--- config.mk ---
export PLATFORM = sky130hd
export DESIGN_NAME = serial_pattern_tx
export DESIGN_NICKNAME = d
export VERILOG_FILES = /design/src/rtl/serial_pattern_tx.sv
export SDC_FILE = /design/constraint.sdc
export NUM_CORES = 1
export LEC_CHECK = 0
export CAP_MARGIN = 10
export CORE_ASPECT_RATIO = 0.9
export CORE_MARGIN = 4
export CORE_UTILIZATION = 45
export CTS_BUF_LIST = sky130_fd_sc_hd__clkbuf_8
export DETAILED_ROUTE_END_ITERATION = 12
export GPL_ROUTABILITY_DRIVEN = 0
export GPL_TIMING_DRIVEN = 1
export MAX_ROUTING_LAYER = met4
export PLACE_DENSITY = 0.65
export RECOVER_POWER = 50
export REMOVE_ABC_BUFFERS = 1
export SLEW_MARGIN = 20
export SYNTH_ARGS = -nofsm -noshare
export SYNTH_HDL_FRONTEND = slang
export SYNTH_SLANG_ARGS = --single-unit
--- constraint.sdc ---
create_clock -name clk -period 2.21 [get_ports clk]
set_clock_uncertainty 0.2 [all_clocks]
set_input_delay 0.442 -clock clk [delete_from_list [all_inputs] [get_ports clk]]
set_output_delay 0.442 -clock clk [all_outputs]
set_load 0.05 [all_outputs]
--- src/rtl/serial_pattern_tx.sv ---
// Serial pattern transmitter: captures a WIDTH-bit pattern on start and shifts it out MSB
// first, repeating it back-to-back for a captured count, then pulses done for one cycle.
module serial_pattern_tx #(
    parameter int unsigned WIDTH  = 8,
    parameter int unsigned REPS_W = 4
) (
    input  logic              clk,
    input  logic              reset,
    input  logic              start,
    input  logic [WIDTH-1:0]  pattern,
    input  logic [REPS_W-1:0] reps,
    input  logic              hold,
    output logic              bit_out,
    output logic              bit_valid,
    output logic              busy,
    output logic              done
);

    localparam int unsigned CNT_W = (WIDTH > 1) ? $clog2(WIDTH) : 1;
    localparam logic [CNT_W-1:0] LAST_BIT = CNT_W'(WIDTH - 1);
    localparam logic [REPS_W-1:0] ONE_REP = REPS_W'(1);

    typedef enum logic [1:0] {
        StIdle,
        StShift,
        StDone
    } state_e;

    state_e             state;
    logic [WIDTH-1:0]   shreg;
    logic [WIDTH-1:0]   pat_reg;
    logic [CNT_W-1:0]   bit_cnt;
    logic [REPS_W-1:0]  rep_cnt;

    always_ff @(posedge clk or posedge reset) begin
        if (reset) begin
            state   <= StIdle;
            shreg   <= '0;
            pat_reg <= '0;
            bit_cnt <= '0;
            rep_cnt <= '0;
        end else begin
            case (state)
                StIdle: begin
                    if (start) begin
                        pat_reg <= pattern;
                        shreg   <= pattern;
                        bit_cnt <= '0;
                        rep_cnt <= reps;
                        state   <= (reps != '0) ? StShift : StDone;
                    end
                end
                StShift: begin
                    // hold freezes every register so the current bit is re-presented later
                    if (!hold) begin
                        shreg <= {shreg[WIDTH-2:0], 1'b0};
                        if (bit_cnt == LAST_BIT) begin
                            bit_cnt <= '0;
                            rep_cnt <= rep_cnt - ONE_REP;
                            if (rep_cnt == ONE_REP) begin
                                state <= StDone;
                            end else begin
                                shreg <= pat_reg;
                            end
                        end else begin
                            bit_cnt <= bit_cnt + 1'b1;
                        end
                    end
                end
                StDone: begin
                    state <= StIdle;
                end
                default: begin
                    state <= StIdle;
                end
            endcase
        end
    end

    always_comb begin
        bit_out   = 1'b0;
        bit_valid = 1'b0;
        busy      = 1'b0;
        done      = 1'b0;
        case (state)
            StShift: begin
                bit_out   = shreg[WIDTH-1];
                bit_valid = !hold;
                busy      = 1'b1;
            end
            StDone: begin
                busy = 1'b1;
                done = 1'b1;
            end
            default: begin
            end
        endcase
    end

endmodule

==> metrics.cfg, run 1 <==
[outcome]
status=finished, final reports clean

[detailed_routing]
avgRoutedWirePerCell_um=14.7
drtAntennaViolNets=0
vias=1174
drtIter0Drc=115
routed_via_density=5.41
routed_wl_um=3180
post-route-drc-count=0
firstDrtPassIters=6

[grt]
grt_pass1_wl_um=5460
grt_pass1_vias=1190
grt-ovfl-total=0
grtUsageTotal_pct=17.0
grt_max_degree=26
antenna_found_initial=0

[clocking]
clockBufferDepth=2
cts.sinks=25
cts_tree=yes
clk_pin_slew_ns=0.10
cts_buffers=3
clock_latency_ns=0.27
htreeDepth=1
cts-root-buf=clkbuf_8

[sta]
fin_crit_ns=2.10
setup_viol=0
final_critical_path_setup_slack_ns=0.112
clock.fmax_ghz=0.477
worstMarginPinSlew_ns=0.632
grt_setup_unrepaired=no
report.final.slew_viol_count=0
finalSetupTns_ns=0
hold_violations=0
whs_ns=0.316
period_share_pct=94.9
relSlewSlack_pct=57.9

[pwr]
vdd_ir_drop_max_mv=0.614
power_density_mw_per_mm2=1330
power.leakage_nw=0.796

[logic_synthesis]
async_reset_ff_share_pct=100
synthFlopType=dfrtp_1
synth_edf_count=0
avgSynthCellArea_um2=9.73
synthXorXnorAreaFrac_pct=0
synth-seq-cells=25
ys_warn_count=0
synth_top_family_by_area=compound AO/OA/AOI/OAI gates
synthAdderAreaFrac_pct=6.81
synth_cell_types=34
synth_cells=151
synth.cell_area_mm2=0.00147
ys_seq_area_share_pct=42.6
synthMuxAreaShare_pct=8.18
synth_compound_area_share_pct=22.5
synthSimpleGateAreaFrac_pct=12.6

[floorplan]
die_y_um=62.2
initial_core_util_pct=47.5
rows=19
ioPinCount=20
die_x_um=68.2
core-area_mm2=0.00309
die_area_mm2=0.00424

[critical_path]
cp.required_ns=1.57
crit_fanout=16
startpoint_type=flop
cp.arrival_ns=1.46
path_class=flop to output port
cp-end-kind=output port

[job]
maxCapViolations=0

[placed_design]
port_buffers=19
post-place-ws_ns=0.0938
dp_hpwl_um=2250

[final_layout]
fill_cells=283
drive_above_1_share_pct=19.4
n_antenna_cell=0
nNetsFinal=200
areaGrowthSynthToFinish_pct=25.2

[min_path]
hp-class=flop to flop

[area by class of cell]
type                    count  area (um2)  share of cell area (%)
clock buffers               3        41.3                    2.24
clock inverters             1        7.51                   0.408
inverters                  14        52.6                    2.86
multi-input cells         103         753                    41.0
flip-flops and latches     25         626                    34.0
well taps                  42        52.6                    2.86
repair buffers             29         307                    16.7
[report_power, final]
| group | switching [mW] | total, mW | internal, mW | leakage (nW) |
|---|---|---|---|---|
| clock network | 0.158 | 0.286 | 0.128 | 0.0217 |
| logic | 0.718 | 1.35 | 0.628 | 0.477 |
| registers | 0.141 | 0.821 | 0.680 | 0.297 |
| total | 1.02 | 2.45 | 1.44 | 0.796 |
[cell families (layout without fill, tap and decap cells)]
kind of cell	Yosys count	in the layout
and+or+nand+nor	40	40
muxes	11	11
adders and majority gates	8	8
DFF	25	25
buffers and inverters	23	47
AOI/OAI and AO/OA	44	44
[cells in the mapped netlist, drive strengths merged, types with 3 or more instances]
master / instances / area, um2
nor2: 10 / 37.5
a21oi: 15 / 78.8
buf: 5 / 40.0
nor2b: 3 / 18.8
o21ai: 5 / 25.0
a311o: 7 / 70.1
clkbuf: 4 / 15.0
nand2b: 3 / 18.8
mux2: 8 / 90.1
dfrtp: 25 / 626
inv: 14 / 52.6
ha: 8 / 100
mux2i: 3 / 30.0
nand3: 3 / 15.0
a31oi: 7 / 75.1
nand2: 15 / 56.3
[critical path, stage by stage (launching register included)]
cell and delay [ns]:
dfrtp_1 0.40, inv_1 0.12, ha_4 0.17, buf_8 0.15, and2_1 0.19, buf_12 0.15
[routing by layer]
layer	global-route usage [%]	up-vias	wire length (um)
met2	27.7	23	1620
met3	2.52	2	108
met5	-	-	0
met1	21.7	560	1430
met4	4.96	0	19
li1	-	589	-
[worst paths after layout]
path	slack, ns	to	startpoint	cells after the start
setup / recovery	0.11	bit_out	state[1]	5
hold / removal	0.32	pat_reg[1]	pat_reg[1]	1
setup reg to reg	0.19	pat_reg[3]	state[0]	5
hold reg to reg	0.32	pat_reg[1]	pat_reg[1]	1
max in group asynchronous	0.83	pat_reg[0]	reset	3
min in group asynchronous	0.57	rep_cnt[3]	reset	3
[placed cells by master (no fill, tap or decap), types with 2 or more instances in the layout]
| cell | synthesis | routed |
|---|---|---|
| o211ai_1 | 2 | 2 |
| a21oi_1 | 14 | 14 |
| nor2b_1 | 3 | 3 |
| nand2b_1 | 3 | 3 |
| a32oi_1 | 2 | 2 |
| a311o_1 | 7 | 7 |
| a31oi_2 | 5 | 5 |
| nor2_1 | 10 | 9 |
| buf_12 | 0 | 4 |
| inv_1 | 14 | 14 |
| ha_1 | 8 | 7 |
| nand3_1 | 3 | 3 |
| a22oi_1 | 2 | 2 |
| clkbuf_8 | 0 | 3 |
| buf_4 | 1 | 7 |
| o21ai_0 | 4 | 4 |
| mux2_2 | 8 | 8 |
| mux2i_1 | 3 | 3 |
| clkdlybuf4s50_1 | 0 | 14 |
| dfrtp_1 | 25 | 25 |
| nand2_1 | 15 | 15 |
| a31oi_1 | 2 | 2 |
[per-stage QoR]
stage          instances  util, %  total power [mW]  cell area, um2
2_1_floorplan        142        -              1.68            1410
3_3_place_gp         213     57.3              2.11            1770
3_5_place_dp         213     57.3              2.16            1770
4_1_cts              217     58.9              2.45            1820
5_1_grt              217     59.5              2.66            1840
6_report             217     59.5              2.45            1840
[timing repair]
action	CTS	global route
setup endpoints to repair	0	9
buffers inserted	0	0
resized for setup	0	6
hold buffers	0	0
Power figures use the tool's default switching activity.
==> run 2: changes to the inputs <==
--- a/config.mk
+++ b/config.mk
@@ -5,6 +5,7 @@
 export SDC_FILE = /design/constraint.sdc
 export NUM_CORES = 1
 export LEC_CHECK = 0
+export ABC_AREA = 1
 export CAP_MARGIN = 10
 export CORE_ASPECT_RATIO = 0.9
 export CORE_MARGIN = 4
==> metrics.cfg, run 2 <==
[outcome]
status=finished, final reports clean

[sta]
grt_setup_unrepaired=no
clock.fmax_ghz=0.489
final_critical_path_setup_slack_ns=0.165
relSlewSlack_pct=57.4
fin_crit_ns=2.04
hold_violations=0
report.final.slew_viol_count=0
finalSetupTns_ns=0
worstMarginPinSlew_ns=0.638
setup_viol=0
period_share_pct=92.5

[clocking]
clk_pin_slew_ns=0.08
ctsHoldBuffers=0
cts.sinks=25
clockBufferDepth=2
clock_latency_ns=0.27
cts_buffers=3
htreeDepth=1
cts-root-buf=clkbuf_8
cts_tree=yes

[pwr]
finalPower_mw=2.44
vdd_ir_drop_max_mv=0.940
p_seq_share_pct=31.7
clkPwrFrac_pct=10.8
intPower_mw=1.33
power_density_mw_per_mm2=1390
p_sw_share_pct=45.3
p_switching_mw=1.11
power.leakage_nw=0.956
combPwrFrac_pct=57.6

[logic_synthesis]
synthFlopType=dfrtp_1
async_reset_ff_share_pct=100
synth_cell_types=20
synth_common_cells=nand2_1, inv_1, dfrtp_1, a21oi_1, nand3_1
ys_warn_count=0
synth_cells=196
ys_top_cells_by_area=dfrtp_1, nand2_1, inv_1
ys_seq_area_share_pct=43.6
synth_top_area_share_pct=43.6
synth.cell_area_mm2=0.00144
synth_edf_count=0
synth_top_area_cell=dfrtp_1
synth_most_common_cell=nand2_1
avgSynthCellArea_um2=7.32
synth-seq-cells=25

[floorplan]
ioPinCount=20
core-area_mm2=0.00307
die_y_um=61.6
die_x_um=67.5
initial_core_util_pct=46.8
die_area_mm2=0.00416
rows=19

[critical_path]
cp-end-kind=output port
path_class=flop to output port
crit_fanout=5
cp.required_ns=1.57
startpoint_type=flop
cp.arrival_ns=1.40

[placed_design]
place_inst=255
post-place-ws_ns=0.240
dp_hpwl_um=2220
port_buffers=19

[grt]
grt_pass1_vias=1206
grtUsageTotal_pct=17.9
grt-ovfl-total=0
grt_max_degree=26
antenna_found_initial=0
grt_pass1_wl_um=5370

[detailed_routing]
firstDrtPassIters=5
avgRoutedWirePerCell_um=11.8
routed_wl_um=3050
post-route-drc-count=0
routed_via_density=4.91
vias=1272
drtAntennaViolNets=0
drtIter0Drc=81

[final_layout]
layout_commonest_cell=nand2_1
nNetsFinal=242
final_util_pct=57.2
n_antenna_cell=0
layout_common_cells=nand2_1, inv_1, dfrtp_1
areaGrowthSynthToFinish_pct=22.2
fin_cells=259
drive_above_1_share_pct=8.29

[min_path]
hp-class=flop to flop

[job]
maxCapViolations=0

==> run 2: what timing repair did <==
item	in CTS	in global routing
buffers inserted	0	0
endpoints found under the setup margin	0	1
resized for setup	0	2
==> run 2: layout make-up <==
class | instances | area (um2)
clock buffer | 3 | 41.3
fill | 280 | 1310
inverter | 38 | 143
clock inverter | 1 | 3.75
timing repair buffer | 23 | 245
multi-input combinational | 127 | 643
tap | 42 | 52.6
sequential | 25 | 626
==> run 2: kinds of logic after synthesis <==
kind of cell	Yosys count	share of synthesized area (%)
DFF	25	43.6
adders and majority gates	8	6.97
buffers and inverters	44	11.9
AOI/OAI and AO/OA	33	11.7
and+or+nand+nor	86	25.8
==> run 2: final timing paths <==
path,slack (ns),start,cells past startpoint,to
worst max register to register,0.33,bit_cnt[0],7,state[1]
min in group asynchronous,0.59,reset,3,state[1]
max in group asynchronous,0.81,reset,3,pat_reg[5]
worst max-delay path,0.17,state[1],5,bit_valid
worst min register to register,0.30,bit_cnt[1],2,bit_cnt[1]
worst min-delay path,0.30,bit_cnt[1],2,bit_cnt[1]
==> run 2: critical path, cell delays in order, from the launching register on <==
cell and delay [ns]:
dfrtp_1 0.40, inv_1 0.08, ha_2 0.24, inv_2 0.05, nor2_2 0.18, buf_12 0.17
==> run 2: routing by layer <==
metal	routed length (um)	share of wire [%]	vias up	track usage [%]
li1	-	-	655	-
met1	1390	46	578	21.5
met2	1440	47	33	29.8
met3	166	5.5	6	4.74
met4	44	1.4	0	5.20
met5	0	0	-	-
==> run 2: power groups by stage <==
stage / logic (mW) / clock network [mW] / registers, mW
3_5_place_dp: 1.40 / 0 / 0.783
4_1_cts: 1.41 / 0.277 / 0.774
6_report: 1.40 / 0.263 / 0.772
5_1_grt: 1.60 / 0.298 / 0.797
3_3_place_gp: 1.36 / 0 / 0.772
2_1_floorplan: 0.977 / 0 / 0.754
==> run 2: stage by stage <==
step	cell area [um2]	hold WS [ns]
4_1_cts	1750	0.307
5_1_grt	1750	0.341
2_1_floorplan	1410	0.246
3_3_place_gp	1710	0.261
6_report	1750	0.304
3_5_place_dp	1710	0.285
==> run 3: changes to the inputs <==
--- a/config.mk
+++ b/config.mk
@@ -6,7 +6,7 @@
 export NUM_CORES = 1
 export LEC_CHECK = 0
 export ABC_AREA = 1
-export CAP_MARGIN = 10
+export CAP_MARGIN = 20
 export CORE_ASPECT_RATIO = 0.9
 export CORE_MARGIN = 4
 export CORE_UTILIZATION = 45
@@ -22,3 +22,4 @@
 export SYNTH_ARGS = -nofsm -noshare
 export SYNTH_HDL_FRONTEND = slang
 export SYNTH_SLANG_ARGS = --single-unit
+export TNS_END_PERCENT = 100
==> constraint.sdc (replaced) <==
create_clock -name clk -period 2.45 [get_ports clk]
set_clock_uncertainty 0.2 [all_clocks]
set_input_delay 0.49 -clock clk [delete_from_list [all_inputs] [get_ports clk]]
set_output_delay 0.49 -clock clk [all_outputs]
set_load 0.05 [all_outputs]
==> metrics.cfg, run 3 (synthesis gave the netlist of run 2 again) <==
[final_layout]
layout_commonest_cell=nand2_1
nNetsFinal=242
fill_cells=279
drive_above_1_share_pct=7.37
n_antenna_cell=0
areaGrowthSynthToFinish_pct=21.0
layout_common_cells=nand2_1, inv_1, dfrtp_1

[grt]
antenna_found_initial=0
grtUsageTotal_pct=17.1
grt_pass1_vias=1168
grt_max_degree=26
grt-ovfl-total=0
grt_pass1_wl_um=5280

[clocking]
ctsResizeCount=0
cts_setup_buffers=0
ctsHoldBuffers=0
cts-root-buf=clkbuf_8
cts.sinks=25
clock_latency_ns=0.27
clockBufferDepth=2
htreeDepth=1
clk_pin_slew_ns=0.08
cts_tree=yes
cts_buffers=3

[detailed_routing]
vias=1247
drtIter0Drc=72
drtAntennaViolNets=0
post-route-drc-count=0
routed_wl_um=3010
firstDrtPassIters=4
avgRoutedWirePerCell_um=11.6
routed_via_density=4.81

[floorplan]
die_y_um=61.6
die_area_mm2=0.00416
rows=19
die_x_um=67.5
initial_core_util_pct=46.8
ioPinCount=20
core-area_mm2=0.00307

[sta]
grt_setup_unrepaired=no
clock.fmax_ghz=0.447
finalSetupTns_ns=0
relSlewSlack_pct=8.19
report.final.slew_viol_count=0
setup_viol=0
fin_crit_ns=2.24
hold_violations=0
worstMarginPinSlew_ns=1.38
period_share_pct=91.2

[critical_path]
crit_fanout=5
cp.arrival_ns=1.55
startpoint_type=flop
path_class=flop to output port
cp.required_ns=1.76
cp-end-kind=output port

[pwr]
combPwrFrac_pct=56.2
p_sw_share_pct=45.9
intPower_mw=1.16
vdd_ir_drop_max_mv=0.517
power.leakage_nw=0.948
p_switching_uw=986
power_density_mw_per_mm2=1240
finalPower_mw=2.15
clkPwrFrac_pct=11.5
p_seq_share_pct=32.3

[min_path]
hp-class=flop to flop

[placed_design]
dp_hpwl_um=2220
port_buffers=19

[outcome]
status=finished, final reports clean

[job]
maxCapViolations=0

==> run 3: cell count changes in the layout (fill, tap and decap cells not counted), sizes merged <==
cell,change
clkdlybuf4s50,+1
clkinv,+1
dlygate4sd3,-1
inv,-1
==> run 3: area by class of cell <==
class                      instances  area [um2]  share of cell area (%)
inverter                          38         143                    8.21
clock inverter                     1        5.00                   0.288
multi-input combinational        127         638                    36.7
sequential                        25         626                    36.0
clock buffer                       3        41.3                    2.38
timing repair buffer              23         231                    13.3
tap                               42        52.6                    3.03
==> run 3: routing by layer <==
metal | GRT usage (%) | part of all wire (%) | up-vias
li1 | - | - | 653
met3 | 4.38 | 3.7 | 2
met5 | - | 0 | -
met4 | 1.73 | 0.40 | 0
met1 | 22.9 | 48 | 574
met2 | 27.2 | 47 | 18
==> run 3: worst paths after layout <==
kind | start | to | slack [ns] | depth (start not counted)
min in group asynchronous | reset | rep_cnt[2] | 0.77 | 3
worst max-delay path | state[1] | bit_valid | 0.21 | 5
worst min register to register | bit_cnt[1] | bit_cnt[1] | 0.29 | 2
worst max register to register | state[1] | state[0] | 0.55 | 8
max in group asynchronous | reset | pat_reg[1] | 0.46 | 3
worst min-delay path | bit_cnt[1] | bit_cnt[1] | 0.29 | 2
==> run 3: stage by stage <==
step	cells	instance area [um2]	worst slack (ns)	hold slack (ns)	util, %
detailed placement	255	1690	0.387	0.274	55.2
floorplan	190	1410	0.00555	0.246	-
global placement	255	1690	0.413	0.267	55.2
global route	259	1740	0.0738	0.311	56.6
finish	259	1740	0.214	0.293	56.6
CTS	259	1740	0.205	0.293	56.8
==> run 3: power by group through the flow <==
stage | combinational (mW) | clock [mW] | sequential, mW
floorplan | 0.882 | 0 | 0.680
global placement | 1.17 | 0 | 0.696
detailed placement | 1.22 | 0 | 0.703
CTS | 1.22 | 0.251 | 0.695
global route | 1.40 | 0.263 | 0.713
finish | 1.21 | 0.246 | 0.694
==> run 3: critical path, cell delays in order, from the launching register on <==
cell     delay [ns]
dfrtp_1        0.41
inv_1          0.09
ha_1           0.28
inv_2          0.06
nor2_1         0.26
buf_12         0.18
